--- config.mk ---
export PLATFORM = sky130hd
export DESIGN_NAME = vga_scan_timer
export DESIGN_NICKNAME = d
export VERILOG_FILES = /design/src/rtl/vga_scan_timer.sv
export SDC_FILE = /design/constraint.sdc
export NUM_CORES = 1
export LEC_CHECK = 0
export BUFFER_PORTS_ARGS = -buffer_cell sky130_fd_sc_hd__buf_2
export CAP_MARGIN = 30
export CORE_MARGIN = 3
export CORE_UTILIZATION = 50
export DETAILED_ROUTE_END_ITERATION = 7
export GPL_TIMING_DRIVEN = 0
export PLACE_DENSITY = 0.8
export SYNTH_ARGS = -nofsm -noshare
export SYNTH_HDL_FRONTEND = slang
export SYNTH_SLANG_ARGS = --single-unit
--- constraint.sdc ---
create_clock -name Clk -period 3.5 [get_ports Clk]
set_input_delay 0.525 -clock Clk [delete_from_list [all_inputs] [get_ports Clk]]
set_output_delay 0.525 -clock Clk [all_outputs]
set_load 0.1 [all_outputs]
--- src/rtl/vga_scan_timer.sv ---
// VGA raster timing generator: pixel-rate scan counters, sync decode, and a registered,
// blanked colour/sync output stage that lags the scan coordinates by exactly one pixel.
module vga_scan_timer #(
    parameter int H_ACTIVE = 640,
    parameter int H_FP     = 16,
    parameter int H_SYNC   = 96,
    parameter int H_BP     = 48,
    parameter int V_ACTIVE = 480,
    parameter int V_FP     = 10,
    parameter int V_SYNC   = 2,
    parameter int V_BP     = 33,
    parameter int CLK_DIV  = 2
) (
    input  logic       Clk,
    input  logic       Reset_n,
    input  logic [7:0] Red,
    input  logic [7:0] Green,
    input  logic [7:0] Blue,
    output logic [9:0] DrawX,
    output logic [9:0] DrawY,
    output logic       pix_ce,
    output logic [7:0] VGA_R,
    output logic [7:0] VGA_G,
    output logic [7:0] VGA_B,
    output logic       VGA_HS,
    output logic       VGA_VS,
    output logic       blank_n,
    output logic       frame_tick
);
    localparam int H_TOTAL = H_ACTIVE + H_FP + H_SYNC + H_BP;
    localparam int V_TOTAL = V_ACTIVE + V_FP + V_SYNC + V_BP;
    localparam int DIV_W   = (CLK_DIV > 1) ? $clog2(CLK_DIV) : 1;

    localparam logic [DIV_W-1:0] DIV_LAST = DIV_W'(CLK_DIV - 1);
    localparam logic [9:0] H_LAST     = 10'(H_TOTAL - 1);
    localparam logic [9:0] V_LAST     = 10'(V_TOTAL - 1);
    localparam logic [9:0] H_ACT      = 10'(H_ACTIVE);
    localparam logic [9:0] V_ACT      = 10'(V_ACTIVE);
    localparam logic [9:0] V_ACT_LAST = 10'(V_ACTIVE - 1);
    localparam logic [9:0] HS_FIRST   = 10'(H_ACTIVE + H_FP);
    localparam logic [9:0] HS_LAST    = 10'(H_ACTIVE + H_FP + H_SYNC - 1);
    localparam logic [9:0] VS_FIRST   = 10'(V_ACTIVE + V_FP);
    localparam logic [9:0] VS_LAST    = 10'(V_ACTIVE + V_FP + V_SYNC - 1);

    logic [DIV_W-1:0] div;
    logic [9:0]       hc;
    logic [9:0]       vc;
    logic             active;
    logic             hs_raw;
    logic             vs_raw;

    assign DrawX = hc;
    assign DrawY = vc;

    always_comb begin
        active = (hc < H_ACT) && (vc < V_ACT);
        hs_raw = !((hc >= HS_FIRST) && (hc <= HS_LAST));
        vs_raw = !((vc >= VS_FIRST) && (vc <= VS_LAST));
    end

    always_ff @(posedge Clk) begin
        if (!Reset_n) begin
            div        <= '0;
            pix_ce     <= 1'b0;
            hc         <= '0;
            vc         <= '0;
            VGA_R      <= '0;
            VGA_G      <= '0;
            VGA_B      <= '0;
            VGA_HS     <= 1'b1;
            VGA_VS     <= 1'b1;
            blank_n    <= 1'b0;
            frame_tick <= 1'b0;
        end else begin
            frame_tick <= 1'b0;
            if (div == DIV_LAST) begin
                div    <= '0;
                pix_ce <= 1'b1;
            end else begin
                div    <= div + 1'b1;
                pix_ce <= 1'b0;
            end

            // Colour is captured on the same edge that moves the coordinate on, so the
            // mapper's combinational answer for (hc, vc) lands together with its syncs.
            if (pix_ce) begin
                VGA_R   <= active ? Red   : 8'h00;
                VGA_G   <= active ? Green : 8'h00;
                VGA_B   <= active ? Blue  : 8'h00;
                VGA_HS  <= hs_raw;
                VGA_VS  <= vs_raw;
                blank_n <= active;

                if (hc == H_LAST) begin
                    hc <= '0;
                    vc <= (vc == V_LAST) ? 10'd0 : vc + 10'd1;
                    frame_tick <= (vc == V_ACT_LAST);
                end else begin
                    hc <= hc + 10'd1;
                end
            end
        end
    end

endmodule

==> impl_metrics.csv, run 1 <==
group,metric,value,unit
floorplan,core,0.00412,mm^2
timing,worstMarginPinSlew,497,ps
grt,grt_overflow,0,
timing,finalCritPeriodShare,56.7,%
yosys,netlist_top_cells_count,"dfxtp_1, nor2b_1, a21oi_1, nor2_1",
clock_network,cts_num_sinks,50,
floorplan,io_pins,75,
finish,layout-drive-gt1-share,27.3,%
yosys,yosys.cell_types.count,35,
finish,nets,360,
clock_network,post-cts-setup-buffers,0,
finish,fill_cells,384,
grt,grt_usage,19.0,%
floorplan,initial_utilization,53.6,%
clock_network,cts-root-buf,"clkbuf_8",
drt,drtIter0Drc,75,
drt,drcViolationCount,0,
floorplan,fp-row-count,23,
yosys,syn_inst,250,
pwr,p_leak,1.17,nW
pwr,seqPwrFrac,53.9,%
drt,first_pass_iters,4,
pwr,switching_share,30.4,%
critical_path,critPathKind,"reg2reg",
yosys,ys_async_sr_fraction,0,%
timing,tns,0,ps
grt,grt_start_max_net_pins,16,
pwr,clockPowerShare,29.7,%
timing,finalMaxSlewViolations,0,
placement,place_hpwl,3.60,mm
placement,portBuffers,73,
yosys,yosys.area.top_type_share,45.4,%
critical_path,r2r_cells,6,
placement,gp_congestion,0.849,
drt,via_count,1945,
clock_network,cts-htree-levels,2,
pwr,p_switching,0.332,mW
critical_path,start_kind,"flop",
yosys,synth.avg_cell_area,8.83,um^2
critical_path,cp_max_fo,10,
yosys,synthTopCellsByArea,"dfxtp_1, nor2b_1, a21oi_1, xnor2_1, nand4_1",
outcome,status,"completed",
clock_network,cts_resized,0,
grt,antenna_found_initial,0,
timing,max_freq,504,MHz
run,cap_violations,0,
drt,viasPerCell,5.12,
drt,ant_nets,0,
yosys,yosys_warnings,0,
pwr,ir_drop,0.283,mV
yosys,synth_flop_cell,"dfxtp_1",
critical_path,cp.required,3700,ps
timing,period_minus_slack,1980,ps
finish,diodes,0,
clock_network,clockBufferDepth,2,
timing,final-setup-viol-count,0,
clock_network,clk_latency,300,ps
grt,grt_pass1_wl,8.15,mm
floorplan,die_area,0.00525,mm^2
yosys,syn_nets,280,
clock_network,postCtsHoldBufs,0,
drt,wl_per_cell,12.7,um
yosys,synth_area_leader_cell,"dfxtp_1",
pwr,comb_power_share,16.4,%
pwr,pwr_density_cell,402,mW/mm^2
clock_network,clk_pin_slew_worst_paths,90,ps
clock_network,tritoncts,"yes",
timing,hold_viol,0,
worst_hold_path,min_path_cells,1,
yosys,synth_edf_count,0,
floorplan,die_h,72.4,um
timing,slew_headroom,67.1,%
floorplan,die_x,72.4,um
grt,grt_pass1_vias,1866,
timing,rsz0062_at_grt,"false",
worst_hold_path,min_path_type,"reg2reg",
yosys,ys_ff_latch,50,
critical_path,cp-end-kind,"flop",
drt,routed_wl,4.83,mm
timing,skew,8.98,ps
pwr,internal_power,0.761,mW
yosys,ys_seq_area_share,45.4,%
critical_path,cp_data_arrival_time,2190,ps
clock_network,numCtsBuffers,5,
finish,post-route-util,66.1,%
yosys,synth.cell_area,0.00221,mm^2
finish,area_growth,23.2,%
## critical path: stages, from the launching register on
cell     delay [ps]
dfxtp_1         420
ha_1            210
and3_1          240
nand4_1         170
buf_2           220
o21ai_2         400
o21ba_2         220
## logic make-up after synthesis
family | count (synthesis) | share of synthesized area [%]
buffers and inverters | 22 | 4.42
XOR/XNOR | 9 | 3.57
flip-flops | 50 | 45.4
adder cells (fa/ha/maj) | 4 | 2.27
AO/OA/AOI/OAI | 47 | 11.8
multiplexers | 1 | 0.454
AND/OR/NAND/NOR | 117 | 32.1
## state kept, by name, indices dropped and copies added, names as in the netlist
name        count
DrawX          10
DrawY          10
VGA_B           8
VGA_G           8
VGA_HS          1
VGA_R           8
VGA_VS          1
blank_n         1
div             1
frame_tick      1
pix_ce          1
## metrics by stage
step / power [mW] / cells / hold slack, ps / setup WS, ps / instance area [um^2]
2_1_floorplan: 0.745 / 250 / 383 / 1030 / 2210
3_3_place_gp: 0.782 / 373 / 398 / 1570 / 2640
3_5_place_dp: 0.783 / 373 / 410 / 1540 / 2640
4_1_cts: 1.11 / 380 / 424 / 1520 / 2720
5_1_grt: 1.14 / 380 / 455 / 1320 / 2720
6_report: 1.09 / 380 / 424 / 1520 / 2720
## layout make-up
cell class	count	area, um^2	area share, %
sequential	50	1000	36.8
clock inverter	2	15.0	0.552
inverter	6	22.5	0.828
clock buffer	5	68.8	2.53
multi-input combinational	178	1110	40.8
buffer	16	75.1	2.76
timing repair buffer	73	365	13.4
tap	50	62.6	2.30
## cells in the final DEF (no fill, tap or decap), types with 2 or more instances in the layout
master / instances
dfxtp_1: 50
and2_1: 6
and3_1: 3
xnor2_1: 7
nand3_1: 9
o21ai_0: 8
or3_1: 6
nor2_1: 10
clkbuf_8: 5
buf_2: 79
o21a_1: 2
nand2_1: 7
nor3_1: 6
a21oi_1: 31
clkbuf_1: 9
nand4_1: 9
nand4b_1: 2
xor2_1: 2
clkinvlp_4: 2
a21boi_0: 2
ha_1: 4
nor2b_1: 50
nand2b_1: 2
inv_1: 6
## path summary, 6_finish.rpt
kind,start,to,slack [ps]
setup / recovery,DrawX[1]$_SDFFE_PN0P_,DrawY[5]$_SDFFE_PN0P_,1520
hold / removal,div$_SDFF_PP0_,div$_SDFF_PP0_,420
setup reg to reg,DrawX[1]$_SDFFE_PN0P_,DrawY[5]$_SDFFE_PN0P_,1520
hold reg to reg,div$_SDFF_PP0_,div$_SDFF_PP0_,420
## power groups by stage
stage               registers, mW  clock network [mW]  logic [mW]
floorplan                   0.701                   0      0.0442
global placement            0.602                   0       0.179
detailed placement          0.603                   0       0.180
CTS                         0.590               0.338       0.180
global route                0.592               0.357       0.190
finish                      0.590               0.325       0.179
## layer usage
metal,GRT usage [%],vias up,part of all wire [%]
li1,-,1004,-
met1,24.2,883,46
met2,32.2,53,48
met3,3.05,5,5.2
met4,7.58,0,1.4
met5,0,-,0
(Power assumes the default switching activity.)
==> run 2: changes to the inputs <==
==> constraint.sdc (replaced) <==
create_clock -name Clk -period 1.9 [get_ports Clk]
set_input_delay 0.285 -clock Clk [delete_from_list [all_inputs] [get_ports Clk]]
set_output_delay 0.285 -clock Clk [all_outputs]
set_load 0.1 [all_outputs]
==> run 2 against run 1 <==
  * Clock power grew 130%
  * Wire length grew 5.2%
  * Core utilization grew 1.9 points
  * Register-to-register slack lost 1400 ps
  * Worst setup slack lost 1400 ps
  * Flip-flop and latch count is the same
  * Combinational power grew 87%
  * Sequential share of layout area grew 0.28 points
  * Global-route usage grew 1.4 points
  * First-iteration DRC count grew 15%
  * Power grew 98%
  * Count of clock-buffer cells in the layout grew 1
==> impl_metrics.csv, run 2 (synthesis gave the netlist of run 1 again) <==
group,metric,value,unit
grt,grt_usage,20.4,%
timing,final-setup-viol-count,0,
placement,dpl_cell_area,0.00268,mm^2
grt,grt_pass1_vias,1832,
timing,slew_headroom,62.7,%
pwr,ir_drop,0.518,mV
timing,fin_hold_ws,225,ps
grt,grt_start_max_net_pins,17,
critical_path,cp_max_fo,10,
pwr,comb_power_share,15.4,%
critical_path,start_kind,"flop",
pwr,seqPwrFrac,50.0,%
floorplan,die_area,0.00525,mm^2
outcome,status,"completed",
drt,first_pass_iters,4,
drt,via_count,1981,
timing,finalCritPeriodShare,92.3,%
clock_network,clk_pin_slew_worst_paths,90,ps
clock_network,tritoncts,"yes",
drt,routed_wl,5.09,mm
grt,antenna_found_initial,0,
timing,hold_viol,0,
critical_path,cp-end-kind,"flop",
placement,gp_congestion,0.849,
grt,grt_pass1_wl,8.35,mm
finish,layout_common_cells,"buf_2, nor2b_1, a21oi_1",
finish,fin_area,0.00280,mm^2
placement,portBuffers,73,
floorplan,initial_utilization,53.6,%
clock_network,cts_num_sinks,50,
pwr,p_switching,0.621,mW
drt,ant_nets,0,
drt,drcViolationCount,0,
timing,period_minus_slack,1750,ps
finish,diodes,0,
finish,nets,360,
timing,worstMarginPinSlew,559,ps
finish,final_common_cell,"buf_2",
worst_hold_path,min_path_type,"in2reg",
critical_path,cp_data_arrival_time,1990,ps
timing,finalMaxSlewViolations,0,
pwr,internal_power,1.54,mW
clock_network,clk_latency,300,ps
clock_network,post-cts-setup-buffers,0,
placement,dp_slack,59.1,ps
pwr,pwr_density_cell,774,mW/mm^2
floorplan,core,0.00412,mm^2
critical_path,critPathKind,"reg2reg",
clock_network,cts-htree-levels,2,
finish,post-route-util,68.0,%
timing,max_freq,570,MHz
placement,placed_cells,373,
pwr,switching_share,28.7,%
drt,drtIter0Drc,86,
finish,fin_cells,381,
floorplan,io_pins,75,
floorplan,die_h,72.4,um
critical_path,cp.required,2130,ps
floorplan,fp-row-count,23,
finish,area_growth,26.7,%
timing,rsz0062_at_grt,"false",
drt,wl_per_cell,13.3,um
timing,layout_setup_ws,146,ps
pwr,clockPowerShare,34.5,%
pwr,p_leak,1.21,nW
clock_network,cts-root-buf,"clkbuf_8",
floorplan,die_x,72.4,um
finish,layout-drive-gt1-share,33.8,%
placement,place_hpwl,3.73,mm
grt,grt_overflow,0,
timing,tns,0,ps
finish,fill_cells,349,
clock_network,numCtsBuffers,5,
pwr,power,2.16,mW
drt,viasPerCell,5.20,
run,cap_violations,0,
clock_network,clockBufferDepth,2,
timing,skew,9.08,ps
## run 2: cell count changes in the layout (fill, tap and decap cells not counted), sizes merged
cell	before	now
clkbuf	14	16
clkinvlp	2	0
buf	80	79
bufinv	0	1
clkinv	0	1
## run 2: path summary, 6_finish.rpt
path | from | endpoint | slack [ps] | cells past startpoint
max | DrawX[0]$_SDFFE_PN0P_ | DrawX[9]$_SDFFE_PN0P_ | 150 | 7
min | Red[3] | VGA_R[3]$_SDFFE_PN0P_ | 230 | 3
max reg2reg | DrawX[0]$_SDFFE_PN0P_ | DrawX[9]$_SDFFE_PN0P_ | 150 | 7
min reg2reg | div$_SDFF_PP0_ | div$_SDFF_PP0_ | 410 | 1
## run 2: power by group through the flow
stage	clock network, mW	registers (mW)	logic [mW]
6_report	0.747	1.08	0.334
5_1_grt	0.811	1.09	0.353
3_5_place_dp	0	1.11	0.335
3_3_place_gp	0	1.11	0.331
2_1_floorplan	0	1.29	0.0822
4_1_cts	0.768	1.08	0.336
## run 2: final cells by class
cell class	count	area [um^2]	share of cell area [%]
buffer	16	81.3	2.91
timing repair buffer	73	365	13.1
inverter	6	22.5	0.805
tap	50	62.6	2.24
clock buffer	6	72.6	2.60
sequential	50	1040	37.1
clock inverter	2	38.8	1.39
multi-input combinational	178	1120	39.9
## run 2: metal layers
metal | global-route usage, % | wire length [um]
met2 | 32.6 | 2450
met1 | 26.1 | 2280
met4 | 10.0 | 89
met5 | 0 | 0
met3 | 4.29 | 265
## run 2: worst max-delay path, cell delays in order, from the launching register on
cell and delay (ps):
dfxtp_4 370, ha_1 220, and3_1 230, nand4_1 150, buf_4 200, clkbuf_4 220
nand2_1 150, nor2_1 150
## run 2: repair_timing
item                       4_1_cts  5_1_grt
setup endpoints to repair        0       14
hold buffers                     0        0
resized for setup                0        6
==> run 3: changes to the inputs <==
--- a/config.mk
+++ b/config.mk
@@ -9,6 +9,7 @@
 export CAP_MARGIN = 30
 export CORE_MARGIN = 3
 export CORE_UTILIZATION = 50
+export CTS_CLUSTER_SIZE = 20
 export DETAILED_ROUTE_END_ITERATION = 7
 export GPL_TIMING_DRIVEN = 0
 export PLACE_DENSITY = 0.8
==> constraint.sdc (replaced) <==
create_clock -name Clk -period 1.9 [get_ports Clk]
set_input_delay 0.285 -clock Clk [delete_from_list [all_inputs] [get_ports Clk]]
set_output_delay 0.285 -clock Clk [all_outputs]
set_load 0.005 [all_outputs]
==> run 3 against run 2 <==
  * Sequential share of layout area down 0.52 points
  * Wire length down 3.7%
  * Global-route usage down 1.3 points
  * Critical path depth unchanged
  * Core utilization down 1.3 points
  * Critical endpoint is now DrawY[9]$_SDFFE_PN0P_
  * Largest power group unchanged
==> impl_metrics.csv, run 3 (synthesis gave the netlist of run 1 again) <==
group,metric,value,unit
worst_hold_path,worst_hold_startpoint,"Red[5]",
critical_path,r2r-end,"DrawY[9]$_SDFFE_PN0P_",
clock_network,cts-root-buf,"clkbuf_8",
floorplan,die_x,72.4,um
clock_network,post-cts-setup-buffers,0,
drt,via_count,1969,
critical_path,worst_path_max_delay_cell,"dfxtp_2",
placement,place_hpwl,3.60,mm
clock_network,clockBufferDepth,2,
worst_hold_path,min_path_type,"in2reg",
floorplan,core,0.00412,mm^2
timing,max_freq,575,MHz
grt,grt_pass1_vias,1873,
clock_network,tritoncts,"yes",
finish,area_growth,24.3,%
finish,multiInputGateArea,0.00112,mm^2
grt,grt_usage,19.1,%
critical_path,cp.required,2080,ps
worst_hold_path,min_to,"VGA_R[5]$_SDFFE_PN0P_",
timing,period_minus_slack,1740,ps
finish,seq_area,0.00100,mm^2
grt,met2_usage,32.3,%
pwr,comb_power_share,8.2,%
placement,placed_cells,373,
drt,drtIter0Drc,70,
finish,layout_common_cells,"buf_2, nor2b_1, dfxtp_1",
clock_network,numCtsBuffers,5,
floorplan,die_h,72.4,um
grt,globalRouteMet1Util,24.2,%
pwr,seqPwrFrac,59.1,%
critical_path,reg2reg_from,"DrawX[1]$_SDFFE_PN0P_",
critical_path,critPathKind,"reg2reg",
clock_network,cts-htree-levels,2,
clock_network,clk_pin_slew_worst_paths,90,ps
timing,layout_setup_ws,161,ps
critical_path,rrSetupSlack,160,ps
pwr,p_switching,0.435,mW
grt,grt_pass1_wl,8.16,mm
critical_path,cp.buffers_inverters,2,
floorplan,initial_utilization,53.6,%
critical_path,cp_data_arrival_time,1910,ps
finish,layout-drive-gt1-share,28.8,%
finish,nets,360,
drt,first_pass_iters,4,
pwr,pwr_density_cell,670,mW/mm^2
critical_path,path_cells,"ha_2, and3_4, nand4_1, buf_6, buf_2, o21ai_1, a21oi_1",
critical_path,start_kind,"flop",
drt,wl_per_cell,12.9,um
floorplan,fp-row-count,23,
placement,dp_slack,-59.7,ps
critical_path,r2r_cells,7,
floorplan,io_pins,75,
timing,hold_viol,0,
grt,antenna_found_initial,0,
critical_path,cp_max_fo,10,
drt,ant_nets,0,
grt,grt_start_max_net_pins,16,
placement,gp_congestion,0.849,
timing,slew_headroom,66.4,%
drt,drcViolationCount,0,
floorplan,die_area,0.00525,mm^2
clock_network,cts_num_sinks,50,
critical_path,critPathTopFamily,"flip-flops",
finish,final_common_cell,"buf_2",
drt,routed_wl,4.90,mm
pwr,switching_share,23.7,%
grt,grt_overflow,0,
timing,worstMarginPinSlew,504,ps
critical_path,cpPeakStageDelay,390,ps
pwr,ir_drop,0.487,mV
drt,viasPerCell,5.18,
pwr,p_leak,1.18,nW
finish,fill_cells,379,
pwr,clockPowerShare,32.6,%
timing,finalMaxSlewViolations,0,
clock_network,clk_latency,300,ps
placement,portBuffers,73,
run,cap_violations,0,
finish,diodes,0,
grt,grt.busiest_layer,"met2",
finish,fin_cells,380,
outcome,status,"completed",
critical_path,cp-end-kind,"flop",
pwr,internal_power,1.40,mW
timing,skew,7.38,ps
worst_hold_path,min_path_cells,3,
timing,final-setup-viol-count,0,
timing,finalCritPeriodShare,91.5,%
grt,gr-usage-met3,3.05,%
==> run 3: power by group through the flow <==
| stage | Combinational (mW) | Clock, mW | Sequential (mW) |
|---|---|---|---|
| finish | 0.151 | 0.600 | 1.09 |
| global placement | 0.151 | 0 | 1.11 |
| floorplan | 0.0813 | 0 | 1.11 |
| global route | 0.172 | 0.657 | 1.09 |
| detailed placement | 0.152 | 0 | 1.11 |
| CTS | 0.154 | 0.623 | 1.09 |
==> run 3: routing by layer <==
metal / part of all wire (%) / vias to the layer above
met5: 0 / -
met1: 45 / 903
li1: - / 1002
met2: 48 / 59
met4: 1.4 / 0
met3: 5.2 / 5
==> run 3: final cells by class <==
type	instances	area share, %
Sequential cell	50	36.6
Inverter	6	0.821
Multi-Input combinational cell	178	40.9
Timing Repair Buffer	73	13.3
Clock inverter	2	0.547
Clock buffer	5	2.51
Tap cell	50	2.28
Buffer	16	3.01
==> run 3: timing repair <==
action | 4_1_cts | 5_1_grt
gates resized for setup | 1 | 11
pin swaps | 0 | 2
setup endpoints to repair | 1 | 15
hold buffers | 0 | 0
==> run 3: through the flow <==
stage | hold slack [ps] | power [mW] | TNS (ps) | util (%) | cell area, um^2
global placement | 398 | 1.26 | -25.6 | 64.0 | 2640
floorplan | 383 | 1.19 | 0 | - | 2210
CTS | 218 | 1.86 | 0 | 66.3 | 2730
finish | 227 | 1.84 | 0 | 66.7 | 2740
detailed placement | 410 | 1.26 | -59.7 | 64.0 | 2640
global route | 230 | 1.92 | -6.89 | 66.7 | 2740
==> run 3: worst min-delay path: cells and delay by family <==
| kind | cells | cell delay, ps |
|---|---|---|
| AOI/OAI and AO/OA | 1 | 50 |
| buffers and inverters | 1 | 70 |
| and+or+nand+nor | 1 | 90 |
==> run 3: worst max path at each step <==
stage                               start               endpoint  slack, ps  cells past startpoint
global placement    DrawX[0]$_SDFFE_PN0P_  DrawY[5]$_SDFFE_PN0P_        -30                      6
global route        DrawX[1]$_SDFFE_PN0P_  DrawY[9]$_SDFFE_PN0P_         -7                      7
finish              DrawX[1]$_SDFFE_PN0P_  DrawY[9]$_SDFFE_PN0P_        160                      7
CTS                 DrawX[1]$_SDFFE_PN0P_  DrawY[5]$_SDFFE_PN0P_         20                      6
detailed placement  DrawX[1]$_SDFFE_PN0P_  DrawY[5]$_SDFFE_PN0P_        -60                      6
floorplan           DrawX[0]$_SDFFE_PN0P_  DrawY[5]$_SDFFE_PN0P_        230                      6
